$ cat config.mk
export PLATFORM = sky130hd
export DESIGN_NAME = control_sequencer
export DESIGN_NICKNAME = d
export VERILOG_FILES = /design/src/rtl/control_sequencer.sv
export SDC_FILE = /design/constraint.sdc
export NUM_CORES = 1
export LEC_CHECK = 0
export CAP_MARGIN = 20
export CORE_ASPECT_RATIO = 1.2
export CORE_MARGIN = 2
export CORE_UTILIZATION = 42
export CTS_BUF_LIST = sky130_fd_sc_hd__clkbuf_8
export DETAILED_ROUTE_END_ITERATION = 16
export MAX_ROUTING_LAYER = met4
export PLACE_DENSITY = 0.84
export SYNTH_ARGS = -nofsm -noshare
export SYNTH_HDL_FRONTEND = slang
export SYNTH_SLANG_ARGS = --single-unit
$ cat constraint.sdc
create_clock -name clock -period 3.2 [get_ports clock]
set_input_delay 0.48 -clock clock [delete_from_list [all_inputs] [get_ports clock]]
set_output_delay 0.48 -clock clock [all_outputs]
set_load 0.1 [all_outputs]
$ cat src/rtl/control_sequencer.sv
// Hardwired control unit for the 32-bit bus CPU: step counter (T0..T7, HALT)
// plus opcode decode. Every datapath strobe is a Moore-style decode of the
// current step, the IR opcode and the CON flip-flop result.
module control_sequencer #(
  parameter logic [4:0] ADD_OP = 5'b00011
) (
  input  logic        clock,
  input  logic        clear,
  input  logic [31:0] IR,
  input  logic        CON_output,
  input  logic        stop,
  // Bus sources
  output logic        PCout,
  output logic        ZLowout,
  output logic        ZHighout,
  output logic        MDRout,
  output logic        HIout,
  output logic        LOout,
  output logic        Cout,
  output logic        InPortout,
  // Register loads
  output logic        MAR_enable,
  output logic        PC_enable,
  output logic        IncPC,
  output logic        MDR_enable,
  output logic        IR_enable,
  output logic        Y_enable,
  output logic        Z_low_enable,
  output logic        Z_high_enable,
  output logic        HI_enable,
  output logic        LO_enable,
  output logic        Output_port_enable,
  output logic        R15_enable,
  // Memory strobes
  output logic        Read,
  output logic        Write,
  // Register-select fields
  output logic        GRA,
  output logic        GRB,
  output logic        GRC,
  output logic        Rin,
  output logic        Rout,
  output logic        BAout,
  output logic        CON_in,
  // ALU and status
  output logic [4:0]  operation,
  output logic        run
);

  localparam logic [4:0] OpLd   = 5'b00000;
  localparam logic [4:0] OpLdi  = 5'b00001;
  localparam logic [4:0] OpSt   = 5'b00010;
  localparam logic [4:0] OpAdd  = 5'b00011;
  localparam logic [4:0] OpShl  = 5'b01011;
  localparam logic [4:0] OpAddi = 5'b01100;
  localparam logic [4:0] OpOri  = 5'b01110;
  localparam logic [4:0] OpDiv  = 5'b01111;
  localparam logic [4:0] OpMul  = 5'b10000;
  localparam logic [4:0] OpNeg  = 5'b10001;
  localparam logic [4:0] OpNot  = 5'b10010;
  localparam logic [4:0] OpBr   = 5'b10011;
  localparam logic [4:0] OpJr   = 5'b10100;
  localparam logic [4:0] OpJal  = 5'b10101;
  localparam logic [4:0] OpIn   = 5'b10110;
  localparam logic [4:0] OpOut  = 5'b10111;
  localparam logic [4:0] OpMflo = 5'b11000;
  localparam logic [4:0] OpMfhi = 5'b11001;
  localparam logic [4:0] OpHalt = 5'b11011;

  typedef enum logic [3:0] {
    StT0   = 4'd0,
    StT1   = 4'd1,
    StT2   = 4'd2,
    StT3   = 4'd3,
    StT4   = 4'd4,
    StT5   = 4'd5,
    StT6   = 4'd6,
    StT7   = 4'd7,
    StHalt = 4'd8
  } step_e;

  step_e      step_q, step_d;
  step_e      last_step;
  logic [4:0] opcode;

  assign opcode = IR[31:27];

  // Register fields are decoded inside the datapath, not here.
  logic unused_ir_fields;
  assign unused_ir_fields = ^IR[26:0];

  // Final execute step of the current opcode; reserved opcodes behave as nop.
  always_comb begin
    last_step = StT3;
    case (opcode) inside
      OpLd, OpSt:                 last_step = StT7;
      OpLdi, [OpAdd:OpOri]:       last_step = StT5;
      OpBr, OpMul, OpDiv:         last_step = StT6;
      OpJal, OpNeg, OpNot:        last_step = StT4;
      default:                    last_step = StT3;
    endcase
  end

  // Step sequencing: fetch, execute to the opcode's last step, then T0 or HALT.
  always_comb begin
    step_d = step_q;
    case (step_q)
      StT0:   step_d = StT1;
      StT1:   step_d = StT2;
      StT2:   step_d = StT3;
      StHalt: step_d = StHalt;
      default: begin
        if (step_q == StT3 && opcode == OpHalt) begin
          step_d = StHalt;
        end else if (step_q >= last_step) begin
          // >= also recovers if IR changes mid-instruction and shortens it.
          step_d = stop ? StHalt : StT0;
        end else begin
          step_d = step_e'(step_q + 4'd1);
        end
      end
    endcase
  end

  // Step register with synchronous active-low clear.
  always_ff @(posedge clock) begin
    if (!clear) begin
      step_q <= StT0;
    end else begin
      step_q <= step_d;
    end
  end

  assign run = clear && (step_q != StHalt);

  // Strobe decode; everything is held low while clear is asserted.
  always_comb begin
    PCout              = 1'b0;
    ZLowout            = 1'b0;
    ZHighout           = 1'b0;
    MDRout             = 1'b0;
    HIout              = 1'b0;
    LOout              = 1'b0;
    Cout               = 1'b0;
    InPortout          = 1'b0;
    MAR_enable         = 1'b0;
    PC_enable          = 1'b0;
    IncPC              = 1'b0;
    MDR_enable         = 1'b0;
    IR_enable          = 1'b0;
    Y_enable           = 1'b0;
    Z_low_enable       = 1'b0;
    Z_high_enable      = 1'b0;
    HI_enable          = 1'b0;
    LO_enable          = 1'b0;
    Output_port_enable = 1'b0;
    R15_enable         = 1'b0;
    Read               = 1'b0;
    Write              = 1'b0;
    GRA                = 1'b0;
    GRB                = 1'b0;
    GRC                = 1'b0;
    Rin                = 1'b0;
    Rout               = 1'b0;
    BAout              = 1'b0;
    CON_in             = 1'b0;
    operation          = 5'd0;

    if (clear) begin
      case (step_q)
        StT0: begin
          PCout      = 1'b1;
          MAR_enable = 1'b1;
          IncPC      = 1'b1;
        end
        StT1: begin
          Read       = 1'b1;
          MDR_enable = 1'b1;
        end
        StT2: begin
          MDRout    = 1'b1;
          IR_enable = 1'b1;
        end
        StT3: begin
          case (opcode) inside
            OpLd, OpLdi, OpSt: begin
              GRB      = 1'b1;
              BAout    = 1'b1;
              Y_enable = 1'b1;
            end
            [OpAdd:OpOri]: begin
              GRB      = 1'b1;
              Rout     = 1'b1;
              Y_enable = 1'b1;
            end
            OpNeg, OpNot: begin
              GRB          = 1'b1;
              Rout         = 1'b1;
              operation    = opcode;
              Z_low_enable = 1'b1;
            end
            OpMul, OpDiv: begin
              GRA      = 1'b1;
              Rout     = 1'b1;
              Y_enable = 1'b1;
            end
            OpBr: begin
              GRA    = 1'b1;
              Rout   = 1'b1;
              CON_in = 1'b1;
            end
            OpJr: begin
              GRA       = 1'b1;
              Rout      = 1'b1;
              PC_enable = 1'b1;
            end
            OpJal: begin
              PCout      = 1'b1;
              R15_enable = 1'b1;
            end
            OpIn: begin
              InPortout = 1'b1;
              GRA       = 1'b1;
              Rin       = 1'b1;
            end
            OpOut: begin
              GRA                = 1'b1;
              Rout               = 1'b1;
              Output_port_enable = 1'b1;
            end
            OpMfhi: begin
              HIout = 1'b1;
              GRA   = 1'b1;
              Rin   = 1'b1;
            end
            OpMflo: begin
              LOout = 1'b1;
              GRA   = 1'b1;
              Rin   = 1'b1;
            end
            default: ;
          endcase
        end
        StT4: begin
          case (opcode) inside
            OpLd, OpLdi, OpSt: begin
              Cout         = 1'b1;
              operation    = ADD_OP;
              Z_low_enable = 1'b1;
            end
            [OpAdd:OpShl]: begin
              GRC          = 1'b1;
              Rout         = 1'b1;
              operation    = opcode;
              Z_low_enable = 1'b1;
            end
            [OpAddi:OpOri]: begin
              Cout         = 1'b1;
              operation    = opcode;
              Z_low_enable = 1'b1;
            end
            OpNeg, OpNot: begin
              ZLowout = 1'b1;
              GRA     = 1'b1;
              Rin     = 1'b1;
            end
            OpMul, OpDiv: begin
              GRB           = 1'b1;
              Rout          = 1'b1;
              operation     = opcode;
              Z_low_enable  = 1'b1;
              Z_high_enable = 1'b1;
            end
            OpBr: begin
              PCout    = 1'b1;
              Y_enable = 1'b1;
            end
            OpJal: begin
              GRA       = 1'b1;
              Rout      = 1'b1;
              PC_enable = 1'b1;
            end
            default: ;
          endcase
        end
        StT5: begin
          case (opcode) inside
            OpLdi, [OpAdd:OpOri]: begin
              ZLowout = 1'b1;
              GRA     = 1'b1;
              Rin     = 1'b1;
            end
            OpLd, OpSt: begin
              ZLowout    = 1'b1;
              MAR_enable = 1'b1;
            end
            OpMul, OpDiv: begin
              ZLowout   = 1'b1;
              LO_enable = 1'b1;
            end
            OpBr: begin
              Cout         = 1'b1;
              operation    = ADD_OP;
              Z_low_enable = 1'b1;
            end
            default: ;
          endcase
        end
        StT6: begin
          case (opcode) inside
            OpLd: begin
              Read       = 1'b1;
              MDR_enable = 1'b1;
            end
            OpSt: begin
              // Read stays low so MDR takes its value from the bus.
              GRA        = 1'b1;
              Rout       = 1'b1;
              MDR_enable = 1'b1;
            end
            OpMul, OpDiv: begin
              ZHighout  = 1'b1;
              HI_enable = 1'b1;
            end
            OpBr: begin
              ZLowout   = 1'b1;
              PC_enable = CON_output;
            end
            default: ;
          endcase
        end
        StT7: begin
          case (opcode) inside
            OpLd: begin
              MDRout = 1'b1;
              GRA    = 1'b1;
              Rin    = 1'b1;
            end
            OpSt: begin
              Write = 1'b1;
            end
            default: ;
          endcase
        end
        default: ;
      endcase
    end
  end

endmodule
Word level (Yosys, flattened, before mapping)

Cells that the tools add are included.

Bits in registers: 4
Bits of input ports: 36
Output and inout port bits: 35
Word-level logic and storage cells: 266

Add/subtract/negate cells: 1
$lt $le $gt $ge: 5
Equality and inequality tests: 23
Mux-type cells: 222
Reductions and logical operators: 14

Operators by type and width:

| operator                                                                          | number |
|---|---|
| 1-bit two-way mux                                                                 | 186 |
| 5-bit equality test (second input constant)                                       | 11 |
| 5-bit two-way mux                                                                 | 9 |
| 4-bit two-way mux                                                                 | 6 |
| 4-bit by 3-bit equality test with 1-bit output (second input constant)            | 4 |
| 4-bit case mux with 4 select lines                                                | 1 |
| 1-bit case mux with 3 select lines                                                | 5 |
| 5-bit case mux with 3 select lines                                                | 1 |
| 1-bit case mux with 2 select lines                                                | 7 |
| 5-bit by 4-bit less-or-equal comparator with 1-bit output (second input constant) | 2 |
| 3-bit OR reduction                                                                | 3 |
| 4-bit by 2-bit equality test with 1-bit output (second input constant)            | 2 |
| 2-bit two-way mux                                                                 | 4 |
| 2-bit OR reduction                                                                | 4 |
| 5-bit by 1-bit equality test with 1-bit output (second input constant)            | 1 |
| 5-bit by 2-bit equality test with 1-bit output (second input constant)            | 1 |
| 5-bit by 4-bit equality test with 1-bit output (second input constant)            | 1 |
| 5-bit by 2-bit >= comparator with 1-bit output (second input constant)            | 1 |
| 5-bit by 4-bit >= comparator with 1-bit output (second input constant)            | 1 |
| 1-bit logical AND                                                                 | 5 |
| 5-bit zero test                                                                   | 1 |
| 1-bit case mux with 5 select lines                                                | 1 |
| 4-bit by 1-bit adder with 4-bit output (second input constant)                    | 1 |
| 4-bit by 1-bit equality test with 1-bit output (second input constant)            | 1 |
| other kinds (6)                                                                   | 6 |

Logic depth before layout (Yosys ltp)

Gate-level depths: netlist of run 1.

Word-level depth: 14
Depth in mapped cells: 10
Depth with buffers taken out: 8

Least setup slack after synthesis of run 1

No wires, ideal clock.

Path type: input to output
Start: in IR[29]
End: out Rin
Data arrival time: 3767 ps
Data required time: 2720 ps
Slack: -1047 ps
Cell stages on the path: 4
Buffers on the path: 1
Path through: buf_2 > or3b_4 > a211o_1 > a311oi_1

Word-level cells in the longest chain between the ends: 14
Elaborated cells between the ends (all ways): 44
Classes of those cells: order compare: 4; eq/ne: 13; mux: 19; reduce/logical: 8

Ends and longest elaborated chain:

| element                                | line | text |
|---|---|---|
| start: declaration                     | 9    | `input logic [31:0] IR,` |
| 5-bit equality test (no line)          | n/a  |  |
| 1-bit two-way mux (11 in series)       | 185  | `case (opcode) inside` |
| 1-bit case mux with 4 select lines (*) | 170  | `case (step_q)` |
| 1-bit two-way mux (*)                  | 169  | `if (clear) begin` |
| end: declaration                       | 41   | `output logic Rin,` |

Every way passes the cells marked *; elsewhere a longest branch is shown, timed or not.

Final worst setup path of run 1

Start: in IR[27]
End: out operation[3]

Word-level cells in the longest chain between the ends: 9
Elaborated cells between the ends (all ways): 27
Classes of those cells: order compare: 4; eq/ne: 6; mux: 10; reduce/logical: 7

Ends and longest elaborated chain:

| element                                                                                                | line | text |
|---|---|---|
| 5-bit by 4-bit equality test with 1-bit output (no line) / 5-bit equality test (equally long branches) | n/a  |  |
| 2-bit OR reduction                                                                                     | 245  | `case (opcode) inside` |
| 5-bit two-way mux (5 in series)                                                                        | 245  |  |
| 5-bit case mux with 3 select lines (*)                                                                 | 170  |  |
| 5-bit two-way mux (*)                                                                                  | 169  |  |
| end: declaration                                                                                       | 46   | `output logic [4:0] operation,` |

Marks and branches as above.

==> results of run 1 <==
[area by class of cell]
| class | count | area, sq um |
|---|---|---|
| fillers | 241 | 956 |
| repair buffers | 58 | 871 |
| inverters | 5 | 18.8 |
| multi-input cells | 177 | 1270 |
| clock buffers | 3 | 41.3 |
| flip-flops and latches | 4 | 80.1 |
| well taps | 37 | 46.3 |
[worst max-delay path, cell delays in order]
cell and delay (ps):
clkdlybuf4s50_1 620, buf_4 260, or2_2 310, a211oi_2 210, a221oi_2 80, nor3b_1 390, buf_12 230
[cell usage in the layout (no fill, tap or decap), types with 3 or more instances in the layout]
cell	n
clkdlybuf4s50_1	7
a2bb2oi_1	3
buf_4	17
inv_1	5
nor2b_1	8
nor3_1	7
nand2_1	12
nand3_1	6
clkbuf_8	3
a21oi_1	9
o31ai_1	3
and2_1	4
and3_1	8
ha_1	7
dfxtp_1	4
nand3b_1	5
buf_12	33
o21bai_1	3
a32oi_1	3
nor3_2	3
o21ai_0	10
nand2b_1	10
nor2_1	18
and3b_1	4
[final timing paths]
kind                                      startpoint              endpoint  slack, ps  cells past startpoint
worst min-delay path            step_q[0]$_SDFF_PN0_  step_q[0]$_SDFF_PN0_        550                      1
worst min register to register  step_q[0]$_SDFF_PN0_  step_q[0]$_SDFF_PN0_        550                      1
worst max register to register  step_q[1]$_SDFF_PN0_  step_q[0]$_SDFF_PN0_       1100                      5
worst max-delay path                          IR[27]          operation[3]        130                      7
[report_power, final]
part | internal [uW] | switching [uW] | leakage, uW
clock network | 80.5 | 30.1 | 0.0000216
logic | 252 | 471 | 0.000833
registers | 63.8 | 26.1 | 0.0000329
total | 396 | 527 | 0.000887
[stage by stage]
stage                     power, uW  TNS [ps]
after floorplan                 575     -2380
after global placement          774         0
after detailed placement        794     -67.3
after CTS                       910         0
after global routing            973         0
final                           923         0
[cells by family (layout without fill, tap and decap cells)]
logic type / count (synthesis) / count (layout) / synth area share
xor+xnor: 1 / 1 / 0.00621
flops: 4 / 4 / 0.0567
fa+ha+maj: 7 / 7 / 0.0621
compound gates: 63 / 63 / 0.330
buf+inv: 27 / 66 / 0.0860
mux: 2 / 2 / 0.0142
simple gates: 104 / 104 / 0.445
[cells in the mapped netlist (3+ instances only)]
| cell type | count |
|---|---|
| nand2_1 | 12 |
| o31ai_1 | 4 |
| a31oi_1 | 3 |
| a32oi_1 | 3 |
| nor3_1 | 10 |
| nand3b_1 | 5 |
| ha_1 | 7 |
| o21ai_0 | 10 |
| clkbuf_1 | 8 |
| inv_1 | 5 |
| dfxtp_1 | 4 |
| nor2b_1 | 8 |
| and3_1 | 8 |
| a2bb2oi_1 | 3 |
| o21bai_1 | 3 |
| and3b_1 | 4 |
| nor2_1 | 19 |
| nand3_1 | 6 |
| and2_1 | 4 |
| buf_2 | 11 |
| nand2b_1 | 10 |
| a21oi_1 | 10 |
[timing repair]
| action | CTS | global route |
|---|---|---|
| setup buffers | 0 | 0 |
| endpoints found under the setup margin | 0 | 5 |
| resized for setup | 0 | 3 |
[routing by layer]
layer  up-vias  part of all wire
li1        853                 -
met1       850              0.38
met2       117              0.52
met3        12             0.079
met4         0             0.023
met5         -                 0
==> reports/qor.yml, run 1 <==
run_status:
  outcome: "finished clean"
global_routing:
  met3_usage: 0.0230
  grtUsageMet2: 0.455
  grt_pass1_wl_um: 7850
  grt_max_degree: 26
  grt_overflow: 0
  gr-max-usage-layer: "met2"
  grtUsageMet1: 0.315
  grt_pass1_vias: 1669
  antenna_found_initial: 0
  grt_usage: 0.267
power:
  p_per_area_nw_per_um2: 397
  leakagePower_uw: 0.000887
  irDropWorstVdd_mv: 0.431
final_layout:
  final_core_util: 0.709
  regMostFlops: "step_q"
  finalNonFillerCells: 284
  reg.largest.list: "step_q (4)"
  area_growth_pct: 64.7
  n_antenna_cell: 0
  largest_reg_flops: 4
  drive_above_1_share: 0.308
  nNetsFinal: 292
  postLayoutCellArea_sq_um: 2320
route:
  firstDrtPassIters: 7
  routed_wl_um: 4920
  wl_per_cell_um: 17.3
  vias: 1832
  drt.antenna.violating_nets: 0
  via_per_inst: 6.45
  drtIter0Drc: 186
  drc_errors: 0
place:
  place_area_sq_um: 2270
  dp_cells: 281
  place_ws_ps: -33.5
  gp_congestion: 1.06
  numPortBuffers: 43
  place_hpwl_um: 3770
floorplanning:
  die_area_sq_um: 3840
  die_h_um: 67.5
  start_util: 0.430
  die_x_um: 56.9
  core-area_sq_um: 3280
  io_pins: 71
  rows: 23
setup_path:
  critPathMaxFanout: 11
  cp.arrival_ps: 2590
  worst_ep_required_time_ps: 2720
  crit_type: "in -> out"
  setup.worst_path.end_class: "output pin"
  cp-start-kind: "input pin"
clock_network:
  cts_sinks: 4
  clockBufferDepth: 2
  cts_max_level: 1
  cts-buffers-inserted: 3
  root_buffer: "clkbuf_8"
  path_clk_slew_ps: 30
  cts_tree: "built"
  ctsHoldBuffers: 0
  insertion_delay_ps: 230
sta:
  fin_skew_ps: 4.26
  relSlewSlack: 0.437
  fmax_mhz: 326
  hold_viol: 0
  worst_slew_pin_slew_ps: 844
  layout_setup_ws_ps: 134
  finalSetupViolations: 0
  whs_ps: 554
  slew_viol_final: 0
  period_needed_ps: 3070
  rsz0062_at_grt: "false"
  final_min_period_over_clock_period: 0.958
min_path:
  hold_class: "reg -> reg"
logic_synthesis:
  synth.area.top_cells: "ha_1, dfxtp_1, nor2_1"
  syn-cell-area_sq_um: 1410
  synth_top_area_cell: "ha_1"
  synth_top_cell_area_share: 0.0621
  seq_area_frac_synth: 0.0567
  synth.avg_cell_area_sq_um: 6.79
  synth_nets: 251
  ys_ff_latch: 4
  synth_cell_types: 62
  netlist_instances: 208
  synth_edf_count: 0
  synth_top_flop_cell: "dfxtp_1"
  yosys_warnings: 0
  synth-async-reset-ratio: 0
flow_run:
  max-cap-violations: 0
Note: power is estimated with default switching activity, not from simulation.
==> run 2, diff against run 1 <==
--- a/config.mk
+++ b/config.mk
@@ -8,11 +8,10 @@
 export CAP_MARGIN = 20
 export CORE_ASPECT_RATIO = 1.2
 export CORE_MARGIN = 2
-export CORE_UTILIZATION = 42
+export CORE_UTILIZATION = 25
 export CTS_BUF_LIST = sky130_fd_sc_hd__clkbuf_8
 export DETAILED_ROUTE_END_ITERATION = 16
 export MAX_ROUTING_LAYER = met4
-export PLACE_DENSITY = 0.84
 export SYNTH_ARGS = -nofsm -noshare
 export SYNTH_HDL_FRONTEND = slang
 export SYNTH_SLANG_ARGS = --single-unit
==> reports/qor.yml, run 2 (same netlist as run 1, synthesis figures left out) <==
flow_run:
  max-cap-violations: 0  # unchanged
setup_path:
  reg2reg_to: "step_q[3]$_SDFF_PN0_"
  ff2ff_path_depth: 7  # +2
  worst_ep_required_time_ps: 2720  # about the same
  critPathMaxFanout: 10  # -1
  worstReg2RegStart: "step_q[0]$_SDFF_PN0_"
  cp-start-kind: "register"
  setup.worst_path.start: "step_q[1]$_SDFF_PN0_"
  r2r_slack_ps: 1070  # -30 ps
  cp.arrival_ps: 2510  # -80 ps
  setup.worst_path.end_class: "output pin"
  crit_type: "reg -> out"
  crit_path_end: "GRA"
sta:
  fmax_mhz: 335  # +2.5%
  rsz0062_at_grt: "false"
  final_min_period_over_clock_period: 0.934  # -0.0238
  hold_viol: 0  # unchanged
  worst_slew_pin_slew_ps: 880  # +35.6 ps
  relSlewSlack: 0.413  # -0.0238
  finalSetupViolations: 0  # unchanged
  period_needed_ps: 2990  # -76.0 ps
  slew_viol_final: 0  # unchanged
  fin_skew_ps: 5.28  # +1.02 ps
clock_network:
  clockBufferDepth: 2  # unchanged
  cts_tree: "built"
  insertion_delay_ps: 220  # about the same
  root_buffer: "clkbuf_8"
  cts_sinks: 4  # unchanged
  path_clk_slew_ps: 30  # about the same
  cts-buffers-inserted: 3  # unchanged
  cts_max_level: 1  # unchanged
  ctsHoldBuffers: 0  # unchanged
floorplanning:
  rows: 29  # +26%
  start_util: 0.263  # -0.167
  die_x_um: 72.6  # +28%
  io_pins: 71  # unchanged
  die_h_um: 86.3  # +28%
  die_area_sq_um: 6260  # +63%
  core-area_sq_um: 5370  # +64%
route:
  routed_wl_um: 5060  # +2.9%
  drc_errors: 0  # unchanged
  firstDrtPassIters: 4  # -3
  drtIter0Drc: 178  # -4.3%
  wl_per_cell_um: 16.1  # -7.2%
  drt.antenna.violating_nets: 0  # unchanged
  via_per_inst: 5.68  # -12%
  vias: 1788  # -2.4%
power:
  report.power.total_uw: 925  # +0.28%
  irDropWorstVdd_mv: 0.384  # -11%
  leakagePower_uw: 0.000923  # +4.0%
  p_per_area_nw_per_um2: 383  # -3.5%
final_layout:
  n_antenna_cell: 0  # unchanged
  nNetsFinal: 298  # +2.1%
  drive_above_1_share: 0.320  # +0.0125
  final_cell_mix: "buf_12, buf_4, nor2_1"
  reg.largest.list: "step_q (4)"
  final_common_cell: "buf_12"
  finalNonFillerCells: 315  # +11%
  area_growth_pct: 71.1
  largest_reg_flops: 4  # unchanged
  regMostFlops: "step_q"
place:
  dp_cells: 312  # +11%
  gp_congestion: 0.962  # -9.7%
  place_hpwl_um: 3890  # +3.1%
  numPortBuffers: 43  # unchanged
global_routing:
  grtUsageMet1: 0.231  # -0.0842
  antenna_found_initial: 0  # unchanged
  grt_max_degree: 26  # unchanged
  grt_usage: 0.173  # -0.0938
  grt_overflow: 0  # unchanged
  grt_pass1_vias: 1770  # +6.1%
  gr-max-usage-layer: "met2"
  grtUsageMet2: 0.277  # -0.179
  grt_pass1_wl_um: 8590  # +9.5%
  met3_usage: 0.0140  # -0.00904
min_path:
  hold_class: "reg -> reg"
  min_from: "step_q[0]$_SDFF_PN0_"
run_status:
  outcome: "finished clean"
-- run 2: cell types whose count changed in the layout (fill, tap and decap cells not counted), sizes merged --
cell	before	now
buf	50	56
-- run 2: critical path, cell delays in order (launching register included) --
cell	delay, ps
dfxtp_1	410
ha_1	400
nor3b_2	580
o2111a_1	280
o21ai_0	130
a31oi_2	270
buf_12	210
-- run 2: through the flow --
step / utilization / cell area [sq um] / TNS (ps) / setup slack (ps) / hold slack [ps]
finish: 0.450 / 2410 / 0 / 211 / 562
global route: 0.450 / 2410 / 0 / 98.4 / 604
CTS: 0.449 / 2410 / 0 / 203 / 560
detailed placement: 0.442 / 2370 / 0 / 22.3 / 548
global placement: 0.442 / 2370 / 0 / 135 / 538
floorplan: - / 1460 / -2380 / -849 / 498
-- run 2: cell type report --
class / instances / area, sq um
Timing Repair Buffer: 64 / 941
Fill cell: 537 / 2960
Inverter: 5 / 18.8
Multi-Input combinational cell: 177 / 1260
Sequential cell: 4 / 80.1
Clock buffer: 3 / 41.3
Tap cell: 62 / 77.6
-- run 2: power breakdown --
group / total, uW / switching (uW) / internal (uW)
clock: 107 / 27.1 / 80.3
combinational: 726 / 463 / 263
sequential: 91.9 / 28.2 / 63.8
-- run 2: worst min-delay path by stage --
stage | to | slack [ps] | depth (start not counted)
2_1_floorplan | step_q[0]$_SDFF_PN0_ | 500 | 1
3_3_place_gp | step_q[0]$_SDFF_PN0_ | 540 | 1
3_5_place_dp | step_q[0]$_SDFF_PN0_ | 550 | 1
4_1_cts | step_q[0]$_SDFF_PN0_ | 560 | 1
5_1_grt | step_q[0]$_SDFF_PN0_ | 600 | 1
6_report | step_q[0]$_SDFF_PN0_ | 560 | 1
-- run 2: routing by layer --
layer,share of wire,vias to the layer above
met5,0,-
met4,0.015,0
met3,0.050,7
met2,0.49,69
met1,0.44,841
li1,-,871
-- run 2: timing repair --
action | CTS | global route
endpoints found under the hold margin | 0 | 0
setup buffers | 0 | 0
endpoints found under the setup margin | 0 | 1
gates resized for setup | 0 | 1
